==> config.mk <==
export PLATFORM = sky130hd
export DESIGN_NAME = nco_tuning_scheduler
export DESIGN_NICKNAME = d
export VERILOG_FILES = /design/src/rtl/nco_tuning_scheduler.sv
export SDC_FILE = /design/constraint.sdc
export NUM_CORES = 1
export LEC_CHECK = 0
export BUFFER_PORTS_ARGS = -buffer_cell sky130_fd_sc_hd__buf_2
export CORE_MARGIN = 2
export CORE_UTILIZATION = 25
export CTS_CLUSTER_DIAMETER = 50
export DETAILED_ROUTE_END_ITERATION = 12
export PLACE_DENSITY = 0.53
export SLEW_MARGIN = 10
export SYNTH_ARGS = -nofsm -noshare
export SYNTH_HDL_FRONTEND = slang
export SYNTH_SLANG_ARGS = --single-unit
==> constraint.sdc <==
create_clock -name i_clock -period 2.5 [get_ports i_clock]
set_input_delay 0.5 -clock i_clock [delete_from_list [all_inputs] [get_ports i_clock]]
set_output_delay 0.5 -clock i_clock [all_outputs]
set_load 0.05 [all_outputs]
==> src/rtl/nco_tuning_scheduler.sv <==
// nco_tuning_scheduler: buffers SPI control words in a small FIFO and applies
// staged NCO tuning words and phase resets only on sample-tick boundaries.
module nco_tuning_scheduler #(
    parameter int NUM_NCO    = 4,
    parameter int FREQ_W     = 24,
    parameter int FIFO_DEPTH = 4
) (
    input  logic                      i_clock,
    input  logic                      i_reset_n,
    input  logic [31:0]               i_word,
    input  logic                      i_word_valid,
    input  logic                      i_sample_tick,
    output logic [NUM_NCO*FREQ_W-1:0] o_freq,
    output logic [NUM_NCO-1:0]        o_phase_reset,
    output logic                      o_fifo_full,
    output logic                      o_overflow,
    output logic                      o_busy
);
    localparam int PTR_W   = (FIFO_DEPTH > 1) ? $clog2(FIFO_DEPTH) : 1;
    localparam int CNT_W   = $clog2(FIFO_DEPTH + 1);
    localparam int ENTRY_W = 4 + FREQ_W;

    localparam logic [1:0] ST_IDLE      = 2'd0;
    localparam logic [1:0] ST_EXEC      = 2'd1;
    localparam logic [1:0] ST_WAIT_TICK = 2'd2;

    localparam logic [1:0] OP_STAGE        = 2'b00;
    localparam logic [1:0] OP_STAGE_COMMIT = 2'b01;
    localparam logic [1:0] OP_COMMIT       = 2'b10;
    localparam logic [1:0] OP_PHASE_RESET  = 2'b11;

    localparam logic [PTR_W-1:0] PTR_LAST  = PTR_W'(FIFO_DEPTH - 1);
    localparam logic [CNT_W-1:0] CNT_FULL  = CNT_W'(FIFO_DEPTH);
    localparam logic [2:0]       NCO_COUNT = 3'(NUM_NCO);

    logic [ENTRY_W-1:0] fifoMem_q [FIFO_DEPTH];
    logic [PTR_W-1:0]   wrPtr_q, wrPtr_d;
    logic [PTR_W-1:0]   rdPtr_q, rdPtr_d;
    logic [CNT_W-1:0]   fifoCount_q, fifoCount_d;
    logic               fifoFull_q;
    logic               overflow_q, overflow_d;

    logic [1:0]         state_q, state_d;
    logic [1:0]         op_q, op_d;
    logic [1:0]         idx_q, idx_d;
    logic [FREQ_W-1:0]  data_q, data_d;

    logic [NUM_NCO-1:0][FREQ_W-1:0] staged_q, staged_d;
    logic [NUM_NCO-1:0][FREQ_W-1:0] freq_q, freq_d;
    logic [NUM_NCO-1:0] pending_q, pending_d;
    logic [NUM_NCO-1:0] prstMask_q, prstMask_d;
    logic [NUM_NCO-1:0] phaseReset_q, phaseReset_d;

    logic               fifoEmpty;
    logic               push;
    logic               pop;
    logic               idxValid;
    logic [ENTRY_W-1:0] inEntry;
    logic [ENTRY_W-1:0] headEntry;
    logic               unusedReserved;

    // Reserved bits are never stored, so each FIFO entry is just op, index and data.
    assign inEntry        = {i_word[31:28], i_word[FREQ_W-1:0]};
    assign unusedReserved = ^i_word[27:FREQ_W];
    assign headEntry      = fifoMem_q[rdPtr_q];
    assign idxValid       = ({1'b0, idx_q} < NCO_COUNT);

    always_comb begin
        fifoEmpty   = (fifoCount_q == '0);
        pop         = (state_q == ST_IDLE) && !fifoEmpty;
        push        = i_word_valid && ((fifoCount_q != CNT_FULL) || pop);
        wrPtr_d     = wrPtr_q;
        rdPtr_d     = rdPtr_q;
        if (push) begin
            wrPtr_d = (wrPtr_q == PTR_LAST) ? '0 : wrPtr_q + PTR_W'(1);
        end
        if (pop) begin
            rdPtr_d = (rdPtr_q == PTR_LAST) ? '0 : rdPtr_q + PTR_W'(1);
        end
        fifoCount_d = fifoCount_q + CNT_W'(push) - CNT_W'(pop);
        overflow_d  = overflow_q | (i_word_valid & ~push);
    end

    always_comb begin
        state_d      = state_q;
        op_d         = op_q;
        idx_d        = idx_q;
        data_d       = data_q;
        staged_d     = staged_q;
        pending_d    = pending_q;
        prstMask_d   = prstMask_q;
        freq_d       = freq_q;
        phaseReset_d = '0;
        case (state_q)
            ST_IDLE: begin
                if (!fifoEmpty) begin
                    op_d    = headEntry[ENTRY_W-1 -: 2];
                    idx_d   = headEntry[ENTRY_W-3 -: 2];
                    data_d  = headEntry[FREQ_W-1:0];
                    state_d = ST_EXEC;
                end
            end
            ST_EXEC: begin
                state_d = ST_WAIT_TICK;
                case (op_q)
                    OP_STAGE, OP_STAGE_COMMIT: begin
                        if (idxValid) begin
                            for (int n = 0; n < NUM_NCO; n++) begin
                                if (idx_q == 2'(n)) begin
                                    staged_d[n]  = data_q;
                                    pending_d[n] = 1'b1;
                                end
                            end
                        end
                        // Plain STAGE and any out-of-range index never wait for a tick.
                        if (op_q == OP_STAGE || !idxValid) begin
                            state_d = ST_IDLE;
                        end
                    end
                    OP_COMMIT: begin
                    end
                    OP_PHASE_RESET: begin
                        prstMask_d = prstMask_q | data_q[NUM_NCO-1:0];
                    end
                    default: begin
                    end
                endcase
            end
            ST_WAIT_TICK: begin
                if (i_sample_tick) begin
                    for (int n = 0; n < NUM_NCO; n++) begin
                        if (pending_q[n]) begin
                            freq_d[n] = staged_q[n];
                        end
                    end
                    phaseReset_d = prstMask_q;
                    pending_d    = '0;
                    prstMask_d   = '0;
                    state_d      = ST_IDLE;
                end
            end
            default: begin
                state_d = ST_IDLE;
            end
        endcase
    end

    always_ff @(posedge i_clock or negedge i_reset_n) begin
        if (!i_reset_n) begin
            for (int i = 0; i < FIFO_DEPTH; i++) begin
                fifoMem_q[i] <= '0;
            end
            wrPtr_q      <= '0;
            rdPtr_q      <= '0;
            fifoCount_q  <= '0;
            fifoFull_q   <= 1'b0;
            overflow_q   <= 1'b0;
            state_q      <= ST_IDLE;
            op_q         <= '0;
            idx_q        <= '0;
            data_q       <= '0;
            staged_q     <= '0;
            pending_q    <= '0;
            prstMask_q   <= '0;
            freq_q       <= '0;
            phaseReset_q <= '0;
        end else begin
            if (push) begin
                fifoMem_q[wrPtr_q] <= inEntry;
            end
            wrPtr_q      <= wrPtr_d;
            rdPtr_q      <= rdPtr_d;
            fifoCount_q  <= fifoCount_d;
            fifoFull_q   <= (fifoCount_d == CNT_FULL);
            overflow_q   <= overflow_d;
            state_q      <= state_d;
            op_q         <= op_d;
            idx_q        <= idx_d;
            data_q       <= data_d;
            staged_q     <= staged_d;
            pending_q    <= pending_d;
            prstMask_q   <= prstMask_d;
            freq_q       <= freq_d;
            phaseReset_q <= phaseReset_d;
        end
    end

    assign o_freq        = freq_q;
    assign o_phase_reset = phaseReset_q;
    assign o_fifo_full   = fifoFull_q;
    assign o_overflow    = overflow_q;
    assign o_busy        = (state_q != ST_IDLE) || !fifoEmpty;

endmodule

# ---- Word-level counts from Yosys, hierarchy flattened
# Index checks and enable logic that the tools add are counted.
dict set report totals {
  input_bits 36
  elab_cells 112
  out_inout_bits 103
  reg_bits 355
}
dict set report op_classes {
  n_reduce_logical 28
  addsub 4
  mux 24
  n_eq_ne 19
  bitwise 7
  n_lt_le_gt_ge 3
}
# op count
set ops {}
lappend ops {{$bwmux 112} 1}
lappend ops {{$mux 28} 3}
lappend ops {{$bmux 28 s2} 1}
lappend ops {{$demux 28 s2} 1}
lappend ops {{$reduce_and 3->1} 9}
lappend ops {{$mux 4} 5}
lappend ops {{$pmux 4 s2} 2}
lappend ops {{$reduce_and 4->1} 4}
lappend ops {{$ne 2x2->1 const B} 7}
lappend ops {{$eq 2x2->1 const B} 6}
lappend ops {{$mux 2} 6}
lappend ops {{$eq 2x1->1 const B} 3}
lappend ops {{$ge 3x3->1 const B} 2}
lappend ops {{$logic_not 2->1} 3}
lappend ops {{$not 2->3} 2}
lappend ops {{$pmux 2 s3} 1}
lappend ops {{$add 2x1->2 const B} 2}
lappend ops {{$mux 1} 4}
lappend ops {{$or 4x4->4} 1}
lappend ops {{$reduce_and 2->1} 2}
lappend ops {{$reduce_bool 2->1} 2}
lappend ops {{$add 3x1->3} 1}
lappend ops {{$eq 3x3->1 const B} 1}
lappend ops {{$logic_and 1x1->1} 3}
lappend ops {{11 further kinds} 13}

# ---- Depth between registers and ports, before layout
dict set report depth {
  word_depth 8
  ltp_mapped 13
  mapped_depth_nobuf 11
}

# ---- Worst setup path after synthesis
# No wires, ideal clock.
dict set report synth_timing {
  kind {reg-to-reg}
  startpoint {register state_q[1]}
  endpoint {register fifoFull_q, in the netlist o_fifo_full}
  path_stages_with_launch 14
  setup_ps 88
  path_slack_ps -153
  t_arrival_ps 2565
  n_path_buf 2
  required_ps 2412
  synth_period_minus_slack_ps 2653
  cell_sequence {dfrtp_1 -> buf_2 -> o21a_1 -> buf_6 -> a21boi_0 -> inv_1 -> ha_1 -> inv_1 -> ha_1 -> inv_1 -> fa_1 -> xnor2_1 -> xnor2_1 -> nor3b_1}
}
dict set report synth_via {
  elab_chain_len 7
}
# item line_no
set synth_rtl {}
lappend synth_rtl {{start, declared} 43} ;# logic [1:0] state_q, state_d;
lappend synth_rtl {{start signal, assigned} 176} ;# state_q <= state_d;
lappend synth_rtl {{$logic_not 2->1 *} 70} ;# pop = (state_q == ST_IDLE) && !fifoEmpty;
lappend synth_rtl {{$logic_and 1x1->1 *} 70}
lappend synth_rtl {{$logic_or 1x1->1} 71} ;# push = i_word_valid && ((fifoCount_q != CNT_FULL) || pop);
lappend synth_rtl {{$logic_and 1x1->1} 71}
lappend synth_rtl {{$add 3x1->3} 80} ;# fifoCount_d = fifoCount_q + CNT_W'(push) - CNT_W'(pop);
lappend synth_rtl {{$sub 3x1->3 *} 80}
lappend synth_rtl {{named net fifoCount_d[2]} 39} ;# logic [CNT_W-1:0] fifoCount_q, fifoCount_d;
lappend synth_rtl {{$eq 3x3->1 *} 174} ;# fifoFull_q <= (fifoCount_d == CNT_FULL);
lappend synth_rtl {{end signal, assigned} 174}
lappend synth_rtl {{end, declared} 40} ;# logic fifoFull_q;
# The timed path passes the listed nets; every way through them passes the cells marked *.
# A chain may end at the register's enable or synchronous reset.

# ---- Worst setup path in the final report
# Same ends and word-level chain as after synthesis.

==> metrics <==
status finished clean; initial antenna violation count 6; CTS buffer count 42; RSZ-0062 raised after global routing no; Die Span Y 241 um; Avg WL per Cell 18.6 um; starting DRC count in detailed routing 280; first-pass GRT wire length 51.0 mm; Leak 0.00789 uW; Antenna Violating Nets Remaining 0; PortBufs 134; Cell Area, Placed 15900 sq um; Slew Limit Headroom 61.4%; Top Ports 139; gr usage total 11.8%; num rows 86; CTS root buf clkbuf_16; DR vias 7571; proportion of layout cells with a drive suffix above 1 50.7%; count leader, synth dfrtp_1; Least-Margin Pin Slew 0.579 ns; FF+latch count, synth 355; final WL 33.3 mm; Peak VDD IR 587 uV; number of synthesized flops with an enable pin 0; Hold WC Path Type in -> reg; DIE AREA 58200 sq um; final instance area 17300 sq um; Area Overhead vs Synth 22.9%; core footprint 55300 sq um; DP HPWL 21.4 mm; clock latency on the worst-skew pair 0.56 ns; Nets 1051; TritonCTS clock tree yes; Tmin final 2.33 ns; H-tree depth 2; setup TNS 0 ns; Filler Cells Inserted 5476; Final Max Tran Viols 0; Distinct cells, synth 35; most congested layer reported by global routing met2; Die X 241 um; largest net degree at the start of global routing 78; # setup viols final 0; Worst Skew 0.0144 ns; startpoint types flip-flop; Global Route met1 Usage 15.7%; Syn Std Cell Area 14100 sq um; Yosys top cell area share 63.2%; Synth Net Count 875; Synth top cells by count 355 x dfrtp_1, 242 x mux2_2, 94 x mux2_1, 28 x mux4_2, 22 x buf_2; Main synth FF type dfrtp_1; clk slew on worst S/H paths 0.05 ns; CP Class reg -> reg; CP required 2.97 ns; largest fanout on the critical path 2; synth warn 0; vias in the first global route 8101; Avg Vias per Cell 4.24; DRC Markers 0; FFs w/ async S/R, synth 100%; router iterations before antenna repair 4; Starting Density 25.4%; GP Congestion 0.689; Max Clk Rate 430 MHz; Tot Pwr 25200 uW; met3 Usage GRT 2.65%; total clock sinks 355; Post-CTS Setup Inserts 0; post-synthesis cell count 831; CTS max path bufs 3; WP data arrival 2.79 ns; Hold Fails Final Rpt 0; Syn Area/Cell 16.9 sq um; total global routing overflow 0; routing usage on met2 18.8%; register area share after synthesis 63.2%; top area cells in the synthesized netlist dfrtp_1 63%, mux2_2 19%, mux2_1 7.5%; max_cap viols 0; Crit. End Element flip-flop; pwr dens 1460 nW/um^2; Yosys top cell by area dfrtp_1; crit share post-route 93.0%
==> critical path: stages, from the launching register on <==
cell	delay, ns
dfrtp_1	0.37
o21a_1	0.21
a21boi_2	0.15
inv_1	0.06
ha_1	0.28
inv_1	0.05
ha_1	0.13
inv_1	0.05
fa_1	0.40
xnor2_2	0.16
xnor2_1	0.17
nor3b_2	0.20
==> routing by layer <==
| layer | vias to the layer above | share of wire [%] |
|---|---|---|
| met1 | 4023 | 46 |
| met5 | - | 0.17 |
| met3 | 61 | 4.3 |
| met2 | 121 | 47 |
| li1 | 3356 | - |
| met4 | 10 | 2.4 |
==> logic make-up (layout without fill, tap and decap cells) <==
kind of cell	after synthesis	after routing	synth area share [%]
AOI/OAI and AO/OA	17	17	1.02
and+or+nand+nor	39	39	1.48
DFF	355	355	63.2
other	0	1	0
muxes	364	364	31.4
buffers and inverters	46	253	2.04
xor gates and xnor gates	2	2	0.125
adders and majority gates	8	8	0.765
==> cell type report <==
| class | count | area, sq um | share of cell area, % |
|---|---|---|---|
| flip-flops and latches | 355 | 8890 | 51.4 |
| multi-input cells | 430 | 4930 | 28.5 |
| clock buffers | 62 | 1270 | 7.35 |
| repair buffers | 170 | 1100 | 6.38 |
| well taps | 748 | 936 | 5.41 |
| clock inverters | 13 | 126 | 0.731 |
| inverters | 8 | 30.0 | 0.174 |
| diodes | 1 | 2.50 | 0.0145 |
==> power by group <==
group          internal (uW)  switching [uW]  leakage (uW)  total, uW
clock                   3650            2430      0.000688       6080
sequential              8450            1640       0.00439      10100
combinational           4100            4880       0.00281       8990
==> sequential cells by signal, indices dropped and copies added (netlist names) <==
signal / flops
o_overflow: 1
fifoCount_q: 3
o_freq: 96
o_phase_reset: 4
pending_q: 4
rdPtr_q: 2
data_q: 24
prstMask_q: 4
fifoMem_q: 112
wrPtr_q: 2
o_fifo_full: 1
idx_q: 2
state_q: 2
op_q: 2
staged_q: 96
==> cells in the final DEF, fill, tap and decap left out, types with 2 or more instances in the layout <==
master / count
clkbuf_16: 45
a21oi_1: 4
mux4_2: 28
nand2_2: 5
mux2_1: 94
nand2_1: 9
buf_4: 23
clkbuf_8: 8
clkinv_2: 4
a21oi_4: 4
nand3b_1: 2
clkbuf_1: 9
nor3b_2: 2
and2_1: 4
inv_1: 8
ha_1: 7
nor2_1: 8
clkinv_4: 3
buf_12: 12
mux2_2: 242
buf_2: 133
inv_8: 3
dfrtp_1: 353
o21ai_0: 3
nor3_2: 2
dfrtp_2: 2
==> timing repair <==
action | CTS | global route
gates resized for setup | 0 | 2
endpoints found under the hold margin | 46 | 0
hold buffers | 1 | 0
setup endpoints to repair | 0 | 1
==> metrics by stage <==
step,utilization (%),worst slack [ns],instances,hold WS [ns]
final,31.3,0.175,1787,0.197
after global routing,31.2,0.0135,1786,0.183
after CTS,31.2,0.0591,1786,0.153
after detailed placement,28.7,0.0780,1710,0.457
after global placement,28.7,0.139,1710,0.452
after floorplan,-,0.0162,831,0.204
==> final timing paths <==
path                                             end                    from  slack [ns]  depth (start not counted)
setup reg to reg               o_fifo_full$_DFF_PN0_  state_q[1]$_DFFE_PN0P_        0.17                         11
setup / recovery               o_fifo_full$_DFF_PN0_  state_q[1]$_DFFE_PN0P_        0.17                         11
min in group asynchronous  fifoMem_q[48]$_DFFE_PN0P_               i_reset_n        0.45                          2
hold reg to reg                 o_overflow$_DFF_PN0_    o_overflow$_DFF_PN0_        0.47                          1
max in group asynchronous     o_freq[71]$_DFFE_PN0P_               i_reset_n        1.18                          4
hold / removal                state_q[1]$_DFFE_PN0P_           i_sample_tick        0.20                          2
Power figures use the tool's default switching activity.
